[config.mk]
export PLATFORM = sky130hd
export DESIGN_NAME = alu_ctrl_flat
export DESIGN_NICKNAME = d
export VERILOG_FILES = /design/src/rtl/alu_ctrl_if.sv /design/src/rtl/alu_ctrl.sv /design/src/flat_wrapper.sv
export SDC_FILE = /design/constraint.sdc
export NUM_CORES = 1
export LEC_CHECK = 0
export CAP_MARGIN = 40
export CELL_PAD_IN_SITES_DETAIL_PLACEMENT = 0
export CELL_PAD_IN_SITES_GLOBAL_PLACEMENT = 1
export CORE_MARGIN = 5
export CORE_UTILIZATION = 35
export DETAILED_ROUTE_END_ITERATION = 8
export PLACE_DENSITY_LB_ADDON = 0.1
export SKIP_CTS_REPAIR_TIMING = 1
export SLEW_MARGIN = 20
export SYNTH_ARGS = -nofsm -noshare
export SYNTH_HDL_FRONTEND = slang
export SYNTH_SLANG_ARGS = --single-unit
[constraint.sdc]
create_clock -name clk -period 3.1 [get_ports clk]
set_input_delay 0.31 -clock clk [delete_from_list [all_inputs] [get_ports clk]]
set_output_delay 0.31 -clock clk [all_outputs]
set_load 0.02 [all_outputs]
[src/rtl/alu_ctrl_if.sv]
// Instruction handshake between issuer and alu_ctrl.
// Master offers instr/instr_valid; slave returns instr_ready.
interface alu_ctrl_if;
  logic       instr_valid;
  logic [8:0] instr;
  logic       instr_ready;

  modport master (
    output instr_valid,
    output instr,
    input  instr_ready
  );

  modport slave (
    input  instr_valid,
    input  instr,
    output instr_ready
  );
endinterface

[src/rtl/alu_ctrl.sv]
// Four-phase controller sequencing an external ALU over
// an 8-entry register file: IDLE -> READ -> EXEC -> WB.
module alu_ctrl #(
  parameter int W   = 8,
  parameter int Ops = 3
) (
  input  logic           clk,
  input  logic           rst_n,
  alu_ctrl_if.slave      cpu,
  output logic [W-1:0]   alu_a,
  output logic [W-1:0]   alu_b,
  output logic [Ops-1:0] alu_op,
  input  logic [W-1:0]   alu_out,
  input  logic           alu_zero,
  input  logic           alu_sign,
  input  logic           reg_wr_en,
  input  logic [2:0]     reg_wr_addr,
  input  logic [W-1:0]   reg_wr_data,
  input  logic [2:0]     dbg_addr,
  output logic [W-1:0]   dbg_data,
  output logic [W-1:0]   result,
  output logic           zero_flag,
  output logic           sign_flag,
  output logic           done,
  output logic           err
);

  typedef enum logic [1:0] {
    S_IDLE,
    S_READ,
    S_EXEC,
    S_WB
  } state_t;

  state_t         r_state;
  state_t         w_nxt;

  logic [8:0]     r_ir;
  logic [W-1:0]   r_rf [8];
  logic [W-1:0]   r_a;
  logic [W-1:0]   r_b;
  logic [Ops-1:0] r_op;
  logic [W-1:0]   r_res;
  logic           r_zf;
  logic           r_sf;

  logic [2:0]     w_opc;
  logic [2:0]     w_rd;
  logic [2:0]     w_rs;
  logic           w_alu;
  logic           w_clr;
  logic           w_ill;

  logic           w_ready;
  logic           w_acc;
  logic           w_ld;
  logic           w_cap;
  logic           w_wb;
  logic           w_done;
  logic           w_err;

  assign w_opc = r_ir[8:6];
  assign w_rd  = r_ir[5:3];
  assign w_rs  = r_ir[2:0];

  // 0xx goes to the ALU, 100 clears, 101..111 are illegal
  assign w_alu = ~w_opc[2];
  assign w_clr = (w_opc == 3'b100);
  assign w_ill = w_opc[2] & (|w_opc[1:0]);

  always_ff @(posedge clk or negedge rst_n) begin
    if (!rst_n) begin
      r_state <= S_IDLE;
    end else begin
      r_state <= w_nxt;
    end
  end

  always_comb begin
    w_nxt   = r_state;
    w_ready = 1'b0;
    w_acc   = 1'b0;
    w_ld    = 1'b0;
    w_cap   = 1'b0;
    w_wb    = 1'b0;
    w_done  = 1'b0;
    w_err   = 1'b0;
    unique case (r_state)
      S_IDLE: begin
        w_ready = 1'b1;
        if (cpu.instr_valid) begin
          w_acc = 1'b1;
          w_nxt = S_READ;
        end
      end
      S_READ: begin
        w_ld  = w_alu;
        w_nxt = S_EXEC;
      end
      S_EXEC: begin
        w_cap = 1'b1;
        w_nxt = S_WB;
      end
      S_WB: begin
        w_done = 1'b1;
        w_err  = w_ill;
        w_wb   = ~w_ill;
        w_nxt  = S_IDLE;
      end
      default: w_nxt = S_IDLE;
    endcase
  end

  always_ff @(posedge clk or negedge rst_n) begin
    if (!rst_n) begin
      r_ir <= '0;
    end else if (w_acc) begin
      r_ir <= cpu.instr;
    end
  end

  always_ff @(posedge clk or negedge rst_n) begin
    if (!rst_n) begin
      r_a  <= '0;
      r_b  <= '0;
      r_op <= '0;
    end else if (w_ld) begin
      r_a  <= r_rf[w_rd];
      r_b  <= r_rf[w_rs];
      r_op <= Ops'(w_opc);
    end
  end

  always_ff @(posedge clk or negedge rst_n) begin
    if (!rst_n) begin
      r_res <= '0;
      r_zf  <= 1'b0;
      r_sf  <= 1'b0;
    end else if (w_cap) begin
      unique case (1'b1)
        w_alu: begin
          r_res <= alu_out;
          r_zf  <= alu_zero;
          r_sf  <= alu_sign;
        end
        w_clr: begin
          r_res <= '0;
          r_zf  <= 1'b1;
          r_sf  <= 1'b0;
        end
        default: begin
          r_res <= r_res;
        end
      endcase
    end
  end

  // writeback beats the external port on an address clash
  always_ff @(posedge clk or negedge rst_n) begin
    if (!rst_n) begin
      for (int i = 0; i < 8; i++) begin
        r_rf[i] <= '0;
      end
    end else begin
      for (int i = 0; i < 8; i++) begin
        if (w_wb && (w_rd == 3'(i))) begin
          r_rf[i] <= r_res;
        end else if (reg_wr_en && (reg_wr_addr == 3'(i))) begin
          r_rf[i] <= reg_wr_data;
        end
      end
    end
  end

  assign cpu.instr_ready = w_ready;
  assign alu_a     = r_a;
  assign alu_b     = r_b;
  assign alu_op    = r_op;
  assign dbg_data  = r_rf[dbg_addr];
  assign result    = r_res;
  assign zero_flag = r_zf;
  assign sign_flag = r_sf;
  assign done      = w_done;
  assign err       = w_err;

endmodule

[src/flat_wrapper.sv]
// flat-port wrapper written by rule: the top's interface ports become plain ports
module alu_ctrl_flat 
#(
  parameter int W   = 8,
  parameter int Ops = 3
)
  (clk, rst_n, alu_a, alu_b, alu_op, alu_out, alu_zero, alu_sign, reg_wr_en, reg_wr_addr, reg_wr_data, dbg_addr, dbg_data, result, zero_flag, sign_flag, done, err, cpu_instr_valid, cpu_instr, cpu_instr_ready);
  alu_ctrl_if cpu_i ();
  input  logic clk;
  input  logic rst_n;
  output logic [W-1:0] alu_a;
  output logic [W-1:0] alu_b;
  output logic [Ops-1:0] alu_op;
  input  logic [W-1:0] alu_out;
  input  logic alu_zero;
  input  logic alu_sign;
  input  logic reg_wr_en;
  input  logic [2:0] reg_wr_addr;
  input  logic [W-1:0] reg_wr_data;
  input  logic [2:0] dbg_addr;
  output logic [W-1:0] dbg_data;
  output logic [W-1:0] result;
  output logic zero_flag;
  output logic sign_flag;
  output logic done;
  output logic err;
  input wire logic [$bits(cpu_i.instr_valid)-1:0] cpu_instr_valid;
  input wire logic [$bits(cpu_i.instr)-1:0] cpu_instr;
  output wire logic [$bits(cpu_i.instr_ready)-1:0] cpu_instr_ready;
  assign cpu_i.instr_valid = cpu_instr_valid;
  assign cpu_i.instr = cpu_instr;
  assign cpu_instr_ready = cpu_i.instr_ready;
  alu_ctrl #(.W(W), .Ops(Ops)) u_core (.clk(clk), .rst_n(rst_n), .cpu(cpu_i), .alu_a(alu_a), .alu_b(alu_b), .alu_op(alu_op), .alu_out(alu_out), .alu_zero(alu_zero), .alu_sign(alu_sign), .reg_wr_en(reg_wr_en), .reg_wr_addr(reg_wr_addr), .reg_wr_data(reg_wr_data), .dbg_addr(dbg_addr), .dbg_data(dbg_data), .result(result), .zero_flag(zero_flag), .sign_flag(sign_flag), .done(done), .err(err));
endmodule
==> results of run 1 <==
==> sequential cells by signal (all words and copies together) (netlist names) <==
name              flops
u_core.result         8
u_core.r_ir           9
u_core.zero_flag      1
u_core.alu_op         3
u_core.r_state        2
u_core.alu_a          8
u_core.r_rf          64
u_core.alu_b          8
u_core.sign_flag      1
==> power groups by stage <==
stage	combinational, W	sequential (W)	clock, W
floorplan	0.00288	0.00270	0
global placement	0.00413	0.00278	0
detailed placement	0.00423	0.00283	0
CTS	0.00425	0.00280	0.00146
global route	0.00455	0.00292	0.00151
finish	0.00423	0.00282	0.00142
==> how the worst min path moves through the flow <==
stage,end,cells after the start
floorplan,u_core.alu_a[0]$_DFFE_PN0P_,0
global placement,u_core.r_rf[49]$_DFFE_PN0P_,1
detailed placement,u_core.r_rf[49]$_DFFE_PN0P_,1
CTS,u_core.r_rf[49]$_DFFE_PN0P_,1
global route,u_core.alu_b[2]$_DFFE_PN0P_,2
finish,u_core.r_rf[49]$_DFFE_PN0P_,2
==> metal layers <==
metal | routed length [um] | track usage (%)
met5 | 0 | 0
met4 | 703 | 8.16
met3 | 834 | 2.65
met2 | 9080 | 29.1
met1 | 9090 | 26.1
==> Yosys cell counts <==
cell and n:
buf_2 9, and2_1 2, nand4b_2 7, buf_1 4
nand4_1 1, and4bb_2 3, o2bb2ai_1 4, mux4_2 16
inv_1 5, ha_1 4, nor2b_1 5, nor4b_4 1
nand4_2 4, o22ai_1 14, clkbuf_1 7, nand2b_1 3
a22o_1 23, dfrtp_1 104, a21oi_1 3, mux2i_1 32
nand2_1 20, buf_6 7, buf_4 5, nor2_1 6
o21ai_0 2, mux2_2 179, o31ai_1 17
==> worst reg2reg max path, stage by stage, from the launching register on <==
cell and delay (ns):
dfrtp_1 0.41, o21ai_1 0.36, buf_4 0.27, nand4b_2 0.50
mux2_2 0.47
==> area by class of cell <==
cell class                 count  area share, %
clock inverter                 6           1.66
inverter                       5          0.240
sequential                   104           33.2
tap                          229           3.66
multi-input combinational    346           46.1
clock buffer                  10           3.05
timing repair buffer          96           12.1
==> through the flow <==
step / hold slack [ns] / cell area [sq um] / total power, W / utilization [%]
4_1_cts: 0.0890 / 7770 / 0.00851 / 43.1
6_report: 0.361 / 7830 / 0.00847 / 43.4
5_1_grt: 0.379 / 7830 / 0.00898 / 43.4
2_1_floorplan: 0.0144 / 6430 / 0.00558 / -
3_3_place_gp: 0.460 / 7390 / 0.00691 / 41.0
3_5_place_dp: 0.470 / 7400 / 0.00706 / 41.1
==> cell families (layout without fill, tap and decap cells) <==
family / count (synthesis) / after routing
adders and majority gates: 4 / 4
and+or+nand+nor: 52 / 52
DFF: 104 / 104
AOI/OAI and AO/OA: 63 / 63
buffers and inverters: 37 / 117
muxes: 227 / 227
==> results.py, run 1 <==
metrics = {
    "place": {
        "dp_cells": 776,
        "io_buffers": 76,
        "routabilityCongestion": 0.800,
        "dp_hpwl_um": 13200,
        "place_ws_ns": 0.376,
    },
    "die": {
        "die_width_um": 146,
        "die_h_um": 146,
        "dieArea_sq_um": 21200,
        "design.core.area_sq_um": 18000,
        "rows": 49,
        "io_pins": 77,
        "start_util_pct": 35.7,
    },
    "worst_setup_path": {
        "worstSetupPathType": "primary input to output port",
        "end_kind": "output port",
        "reg2reg_from": "u_core.r_ir[6]$_DFFE_PN0P_",
        "cp_common_cell": "clkdlybuf4s50_1",
        "cp_top_family": "buffers and inverters",
        "critPathLaunchType": "primary input",
        "crit_start": "dbg_addr[0]",
        "path_depth": 5,
        "arrival_ns": 2.39,
        "required_ns": 2.79,
        "slowest_stage": "clkdlybuf4s50_1",
        "crit_fanout": 16,
        "r2r_slack_ns": 0.98,
        "reg2reg_depth": 4,
        "path_buf_inv": 3,
        "crit_path_max_incr_delay_ns": 0.54,
        "crit_end": "dbg_data[3]",
        "path_cells": "clkdlybuf4s50_1, buf_12, mux4_2, mux2_2, clkdlybuf4s50_1",
        "r2r-end": "u_core.r_rf[51]$_DFFE_PN0P_",
    },
    "sta": {
        "finalHoldViolations": 0,
        "setup_viol": 0,
        "skew_ns": 0.00967,
        "maxSlewViolCount": 0,
        "fin_ws_ns": 0.396,
        "rsz0062_at_grt": "no",
        "fin_setup_tns_ns": 0,
        "timing.final.crit_share_pct": 87.2,
        "fmax_mhz": 370,
        "worst_pin_slew_ns": 0.689,
        "slew_headroom_pct": 54.0,
        "fin_crit_ns": 2.70,
    },
    "clock_network": {
        "path_clk_slew_ns": 0.07,
        "cts_buffer_depth": 2,
        "tritoncts": "built",
        "h-tree-depth": 3,
        "root_buffer": "clkbuf_16",
        "worst_skew_pair.late_latency_ns": 0.35,
        "cts.sinks": 104,
        "cts_buffers": 9,
    },
    "final_layout": {
        "diodes": 0,
        "final_layout_size_suffix_gt1_share_pct": 43.4,
        "final_common_cell": "mux2_2",
        "fin_nets": 603,
        "mostFrequentLayoutCells": "mux2_2 (179), dfrtp_1 (104), clkdlybuf4s50_1 (75)",
        "seqCellArea_sq_um": 2600,
        "multiInputGateArea_sq_um": 3610,
        "syn_to_final_growth_pct": 21.8,
        "fillers": 1689,
        "instances_no_fill": 796,
    },
    "yosys": {
        "synth_top_family_by_area": "multiplexers",
        "ys_seq_area_share_pct": 40.5,
        "synth.distinct_cells": 27,
        "yosysWarnings": 0,
        "syn_inst": 487,
        "ys_ff_latch": 104,
        "yosysTopAreaCell": "dfrtp_1",
        "synthAdderAreaFrac_pct": 0.778,
        "yosysTopAreaCellShare_pct": 40.5,
        "synth.mux.area_fraction_pct": 41.9,
        "synth-compound-area-share_pct": 7.41,
        "synth-simple-area-share_pct": 5.95,
        "synthTopCellsByArea": "dfrtp_1 (40%), mux2_2 (31%), mux4_2 (5.6%), mux2i_1 (5.0%), a22o_1 (3.1%)",
        "syn_area_sq_um": 6430,
        "synthXorXnorAreaFrac_pct": 0,
        "syn_nets": 528,
        "avgSynthCellArea_sq_um": 13.2,
    },
    "power_and_ir_drop": {
        "combPwrFrac_pct": 50.0,
        "swShare_pct": 37.9,
        "cellLeakagePower_nw": 3.32,
        "powerDensity_nw_per_um2": 1080,
        "p_int_w": 0.00526,
        "seqPwrFrac_pct": 33.2,
        "power.switching_w": 0.00321,
        "peakVddDrop_uv": 708,
        "p_clk_share_pct": 16.8,
    },
    "flow_run": {
        "maxCapViolations": 0,
    },
    "route": {
        "post-route-drc-count": 0,
        "drtAntennaViolNets": 0,
        "wl_per_cell_um": 24.8,
        "drt-vias-per-instance": 5.71,
        "dr.pass1.iters": 4,
        "vias": 4546,
        "drt_iter0_markers": 258,
        "wirelength_um": 19700,
    },
    "grt": {
        "grt_pass1_vias": 4761,
        "antenna_found_initial": 0,
        "grt_max_degree": 64,
        "grt-ovfl-total": 0,
        "grt_usage_pct": 18.7,
        "grt_pass1_wl_um": 30200,
    },
    "min_path": {
        "hold_path.class": "primary input to async pin",
    },
    "status": {
        "status": "complete, no violations",
    },
}
(Power assumes the default switching activity.)
==> run 2: changes to the inputs <==
--- a/config.mk
+++ b/config.mk
@@ -11,7 +11,7 @@
 export CORE_MARGIN = 5
 export CORE_UTILIZATION = 35
 export DETAILED_ROUTE_END_ITERATION = 8
-export PLACE_DENSITY_LB_ADDON = 0.1
+export PLACE_DENSITY = 0.67
 export SKIP_CTS_REPAIR_TIMING = 1
 export SLEW_MARGIN = 20
 export SYNTH_ARGS = -nofsm -noshare
==> run 2 against run 1 <==
Compared with the run above:
- global-route usage fell by 0.77 points
- total power fell by 3.2%
- design area fell by 1.1%
- clock power fell by 15%
- sequential share of layout area rose by 0.38 points
- sequential power fell by 1%
- first-iteration DRC count rose by 1.9%
- register-to-register slack improved by 0.15 ns
- clock skew fell by 0.0018 ns
- critical path type unchanged
- largest cell class unchanged
- largest power group unchanged
==> results.py, run 2 (same netlist as run 1, synthesis figures left out) <==
metrics = {
    "status": {
        "status": "complete, no violations",
    },
    "final_layout": {
        "fin_nets": 601,
        "largest_reg_flops": 64,
        "multiInputGateArea_sq_um": 3610,
        "seqCellArea_sq_um": 2600,
        "mostFrequentLayoutCells": "mux2_2 (179), dfrtp_1 (104), clkdlybuf4s50_1 (75)",
        "largest-register": "u_core.r_rf",
        "fillers": 1674,
        "final_layout_size_suffix_gt1_share_pct": 43.2,
        "diodes": 0,
        "reg_top3": "u_core.r_rf x64, u_core.r_ir x9",
        "final_common_cell": "mux2_2",
        "syn_to_final_growth_pct": 20.4,
    },
    "worst_setup_path": {
        "path_buf_inv": 3,
        "crit_end": "dbg_data[3]",
        "reg2reg_from": "u_core.r_ir[3]$_DFFE_PN0P_",
        "path_depth": 5,
        "slowest_stage": "clkdlybuf4s50_1",
        "cp_common_cell": "clkdlybuf4s50_1",
        "worstSetupPathType": "primary input to output port",
        "path_cells": "clkdlybuf4s50_1, buf_12, mux4_2, mux2_2, clkdlybuf4s50_1",
        "required_ns": 2.79,
        "critPathLaunchType": "primary input",
        "crit_fanout": 16,
        "arrival_ns": 2.42,
        "end_kind": "output port",
        "crit_start": "dbg_addr[0]",
        "r2r-end": "u_core.r_rf[55]$_DFFE_PN0P_",
        "crit_path_max_incr_delay_ns": 0.55,
        "reg2reg_depth": 4,
        "r2r_slack_ns": 1.13,
        "cp_top_family": "buffers and inverters",
    },
    "place": {
        "routabilityCongestion": 0.792,
        "dp_hpwl_um": 12900,
        "io_buffers": 76,
    },
    "clock_network": {
        "tritoncts": "built",
        "path_clk_slew_ns": 0.07,
        "cts.sinks": 104,
        "cts_buffers": 9,
        "worst_skew_pair.late_latency_ns": 0.36,
        "root_buffer": "clkbuf_16",
        "cts_buffer_depth": 2,
        "h-tree-depth": 3,
    },
    "die": {
        "io_pins": 77,
        "die_width_um": 146,
        "start_util_pct": 35.7,
        "dieArea_sq_um": 21200,
        "rows": 49,
        "design.core.area_sq_um": 18000,
        "die_h_um": 146,
    },
    "sta": {
        "fin_setup_tns_ns": 0,
        "timing.final.crit_share_pct": 88.0,
        "setup_viol": 0,
        "finalHoldViolations": 0,
        "fin_crit_ns": 2.73,
        "slew_headroom_pct": 52.1,
        "fmax_mhz": 367,
        "maxSlewViolCount": 0,
        "skew_ns": 0.00789,
        "rsz0062_at_grt": "no",
        "worst_pin_slew_ns": 0.719,
    },
    "grt": {
        "grt-ovfl-total": 0,
        "antenna_found_initial": 0,
        "grt_pass1_vias": 4787,
        "grt_pass1_wl_um": 29200,
        "grt_max_degree": 54,
        "grt_usage_pct": 17.9,
    },
    "route": {
        "wl_per_cell_um": 23.7,
        "wirelength_um": 18800,
        "drtAntennaViolNets": 0,
        "post-route-drc-count": 0,
        "dr.pass1.iters": 4,
        "drt-vias-per-instance": 5.59,
        "vias": 4441,
        "drt_iter0_markers": 263,
    },
    "power_and_ir_drop": {
        "swShare_pct": 38.6,
        "finalPower_w": 0.00820,
        "combPwrFrac_pct": 51.4,
        "powerDensity_nw_per_um2": 1060,
        "cellLeakagePower_nw": 3.28,
        "power.switching_w": 0.00317,
        "peakVddDrop_uv": 602,
        "p_int_w": 0.00504,
        "p_clk_share_pct": 14.6,
        "seqPwrFrac_pct": 34.0,
    },
    "flow_run": {
        "maxCapViolations": 0,
    },
    "min_path": {
        "hold_path.class": "primary input to async pin",
    },
}
[run 2: changes by cell type in the layout (fill, tap and decap cells not counted), sizes merged]
cell / before / now
clkinv: 2 / 3
bufinv: 4 / 1
clkbuf: 10 / 12
dlygate4sd3: 1 / 0
buf: 20 / 19
[run 2: cell type report]
cell class / count / share of cell area [%]
repair buffers: 94 / 11.9
well taps: 229 / 3.70
multi-input cells: 346 / 46.6
flip-flops and latches: 104 / 33.6
inverters: 5 / 0.242
clock inverters: 4 / 0.679
clock buffers: 12 / 3.31
[run 2: worst min-delay path by stage]
stage,start,end,depth (start not counted)
after floorplan,rst_n,u_core.alu_a[0]$_DFFE_PN0P_,0
after global placement,rst_n,u_core.r_rf[56]$_DFFE_PN0P_,1
after detailed placement,rst_n,u_core.r_rf[56]$_DFFE_PN0P_,1
after CTS,rst_n,u_core.r_rf[7]$_DFFE_PN0P_,1
after global routing,rst_n,u_core.result[7]$_DFFE_PN0P_,1
final,rst_n,u_core.r_rf[56]$_DFFE_PN0P_,1
[run 2: stage by stage]
stage	cell area [sq um]	hold WS [ns]	instances	util, %	worst slack [ns]
global placement	7420	0.394	776	41.1	0.398
finish	7740	0.00273	794	42.9	0.373
floorplan	6430	0.0144	487	-	1.33
detailed placement	7430	0.405	778	41.2	0.384
CTS	7740	0.0178	794	42.9	0.359
global route	7740	0.0505	794	42.9	0.310
[run 2: power groups by stage]
stage / registers [W] / clock network (W) / logic [W]
floorplan: 0.00270 / 0 / 0.00288
global placement: 0.00276 / 0 / 0.00414
detailed placement: 0.00279 / 0 / 0.00424
CTS: 0.00277 / 0.00123 / 0.00426
global route: 0.00289 / 0.00128 / 0.00456
finish: 0.00278 / 0.00120 / 0.00422
[run 2: routing by layer]
metal | GRT usage, % | wire [um]
met1 | 24.1 | 8260
met2 | 29.3 | 9210
met3 | 3.08 | 833
met4 | 6.53 | 538
met5 | 0 | 0
==> run 3: changes to the inputs <==
--- a/config.mk
+++ b/config.mk
@@ -8,7 +8,7 @@
 export CAP_MARGIN = 40
 export CELL_PAD_IN_SITES_DETAIL_PLACEMENT = 0
 export CELL_PAD_IN_SITES_GLOBAL_PLACEMENT = 1
-export CORE_MARGIN = 5
+export CORE_MARGIN = 2
 export CORE_UTILIZATION = 35
 export DETAILED_ROUTE_END_ITERATION = 8
 export PLACE_DENSITY = 0.67
==> constraint.sdc (replaced) <==
create_clock -name clk -period 3.1 [get_ports clk]
set_input_delay 0.62 -clock clk [delete_from_list [all_inputs] [get_ports clk]]
set_output_delay 0.62 -clock clk [all_outputs]
set_load 0.02 [all_outputs]
==> run 3 against run 2 <==
Compared with the run above:
- critical path depth unchanged
- sequential share of layout area down 0.054 points
- first-iteration DRC count grew 3.0%
- clock skew down 0.0037 ns
- sequential power barely moved
- die area is 8.1% lower
- flip-flop and latch count unchanged
- design area up 0.16%
- worst hold slack better by 0.23 ns
- global-route usage increased by 1.1 points
- clock power shrank 3%
- cell count down 0.38%
==> results.py, run 3 (same netlist as run 1, synthesis figures left out) <==
metrics = {
    "status": {
        "status": "complete, no violations",
    },
    "die": {
        "dieArea_sq_um": 19500,
        "die_width_um": 140,
        "die_h_um": 140,
        "rows": 49,
        "start_util_pct": 35.7,
        "io_pins": 77,
        "design.core.area_sq_um": 18000,
    },
    "final_layout": {
        "syn_to_final_growth_pct": 20.6,
        "final_common_cell": "mux2_2",
        "largest_reg_flops": 64,
        "fin_area_sq_um": 7750,
        "final_layout_size_suffix_gt1_share_pct": 42.9,
        "mostFrequentLayoutCells": "mux2_2 (179), dfrtp_1 (104), clkdlybuf4s50_1 (67)",
        "largest-register": "u_core.r_rf",
        "reg_top3": "u_core.r_rf x64, u_core.r_ir x9",
        "diodes": 0,
        "fin_nets": 598,
    },
    "sta": {
        "rsz0062_at_grt": "no",
        "skew_ns": 0.00415,
        "setup_viol": 0,
        "worst_pin_slew_ns": 0.709,
        "finalHoldViolations": 0,
        "maxSlewViolCount": 0,
        "fin_crit_ns": 2.99,
        "fin_ws_ns": 0.111,
        "slew_headroom_pct": 52.7,
        "timing.final.crit_share_pct": 96.4,
        "fmax_mhz": 335,
    },
    "route": {
        "drtAntennaViolNets": 0,
        "drt-vias-per-instance": 5.60,
        "dr.pass1.iters": 4,
        "post-route-drc-count": 0,
        "wl_per_cell_um": 23.3,
        "vias": 4427,
        "wirelength_um": 18400,
        "drt_iter0_markers": 271,
    },
    "clock_network": {
        "tritoncts": "built",
        "root_buffer": "clkbuf_16",
        "path_clk_slew_ns": 0.07,
        "cts_buffers": 9,
        "cts_buffer_depth": 2,
        "h-tree-depth": 3,
        "worst_skew_pair.late_latency_ns": 0.35,
        "cts.sinks": 104,
    },
    "worst_setup_path": {
        "path_cells": "clkdlybuf4s50_1, buf_12, mux4_2, mux2_2, dlymetal6s2s_1",
        "required_ns": 2.48,
        "path_buf_inv": 3,
        "crit_path_max_incr_delay_ns": 0.51,
        "critPathLaunchType": "primary input",
        "crit_start": "dbg_addr[0]",
        "path_depth": 5,
        "slowest_stage": "clkdlybuf4s50_1",
        "cp_top_family": "buffers and inverters",
        "reg2reg_depth": 3,
        "arrival_ns": 2.37,
        "reg2reg_from": "u_core.r_state[0]$_DFFE_PN0P_",
        "crit_fanout": 16,
        "end_kind": "output port",
        "worstSetupPathType": "primary input to output port",
    },
    "grt": {
        "grt_pass1_wl_um": 27500,
        "grt_max_degree": 70,
        "antenna_found_initial": 0,
        "grt_usage_pct": 19.0,
        "grt_pass1_vias": 4390,
        "grt-ovfl-total": 0,
    },
    "power_and_ir_drop": {
        "cellLeakagePower_nw": 3.36,
        "peakVddDrop_uv": 606,
        "powerDensity_nw_per_um2": 1050,
    },
    "min_path": {
        "hold_path.class": "primary input to async pin",
    },
    "place": {
        "place_ws_ns": -0.211,
        "routabilityCongestion": 0.863,
        "io_buffers": 76,
        "dpl_cell_area_sq_um": 7430,
        "dp_hpwl_um": 12700,
    },
    "flow_run": {
        "maxCapViolations": 0,
    },
}
## run 3: changes by cell type in the layout (fill, tap and decap cells not counted), sizes merged
| cell | change |
|---|---|
| clkdlybuf4s50 | -8 |
| dlymetal6s2s | +8 |
| clkbuf | -1 |
| buf | -3 |
| clkinvlp | +1 |
## run 3: power by group
group / internal (W) / switching [W] / leakage (nW)
sequential: 0.00202 / 0.000782 / 1.27
clock: 0.000647 / 0.000514 / 0.145
combinational: 0.00232 / 0.00186 / 1.94
## run 3: worst reg2reg max path: stages (launching register included)
cell,delay (ns)
dfrtp_1,0.40
ha_1,0.47
nand4_1,0.66
mux2_2,0.50
## run 3: final timing paths
| check | end | slack (ns) |
|---|---|---|
| min reg2reg | u_core.alu_a[0]$_DFFE_PN0P_ | 0.48 |
| max reg2reg | u_core.r_rf[29]$_DFFE_PN0P_ | 0.95 |
| min | u_core.r_rf[52]$_DFFE_PN0P_ | 0.23 |
| max | dbg_data[3] | 0.11 |
| min in group clk | u_core.alu_a[0]$_DFFE_PN0P_ | 0.48 |
| max in group asynchronous | u_core.r_rf[54]$_DFFE_PN0P_ | 2.13 |
## run 3: metal layers
layer	GRT usage, %	wire [um]	vias to the layer above
met5	0	0	-
met4	7.42	488	0
met3	2.24	863	30
met2	32.4	9130	140
met1	24.9	7940	2247
li1	-	-	2010
## run 3: cell type report
type | instances | area [sq um]
Fill cell | 1698 | 10300
Multi-Input combinational cell | 346 | 3610
Sequential cell | 104 | 2600
Timing Repair Buffer | 91 | 941
Tap cell | 229 | 287
Clock buffer | 11 | 243
Clock inverter | 5 | 56.3
Inverter | 5 | 18.8
## run 3: stage by stage
step           instances  hold WS [ns]  power [W]  utilization (%)  TNS, ns
2_1_floorplan        487         0.324    0.00558                -        0
3_3_place_gp         772         0.469    0.00687             41.1    -1.55
3_5_place_dp         775         0.472    0.00702             41.2    -1.55
4_1_cts              791         0.243    0.00821             42.9    -1.70
5_1_grt              791         0.267    0.00863             43.0        0
6_report             791         0.229    0.00815             43.0        0
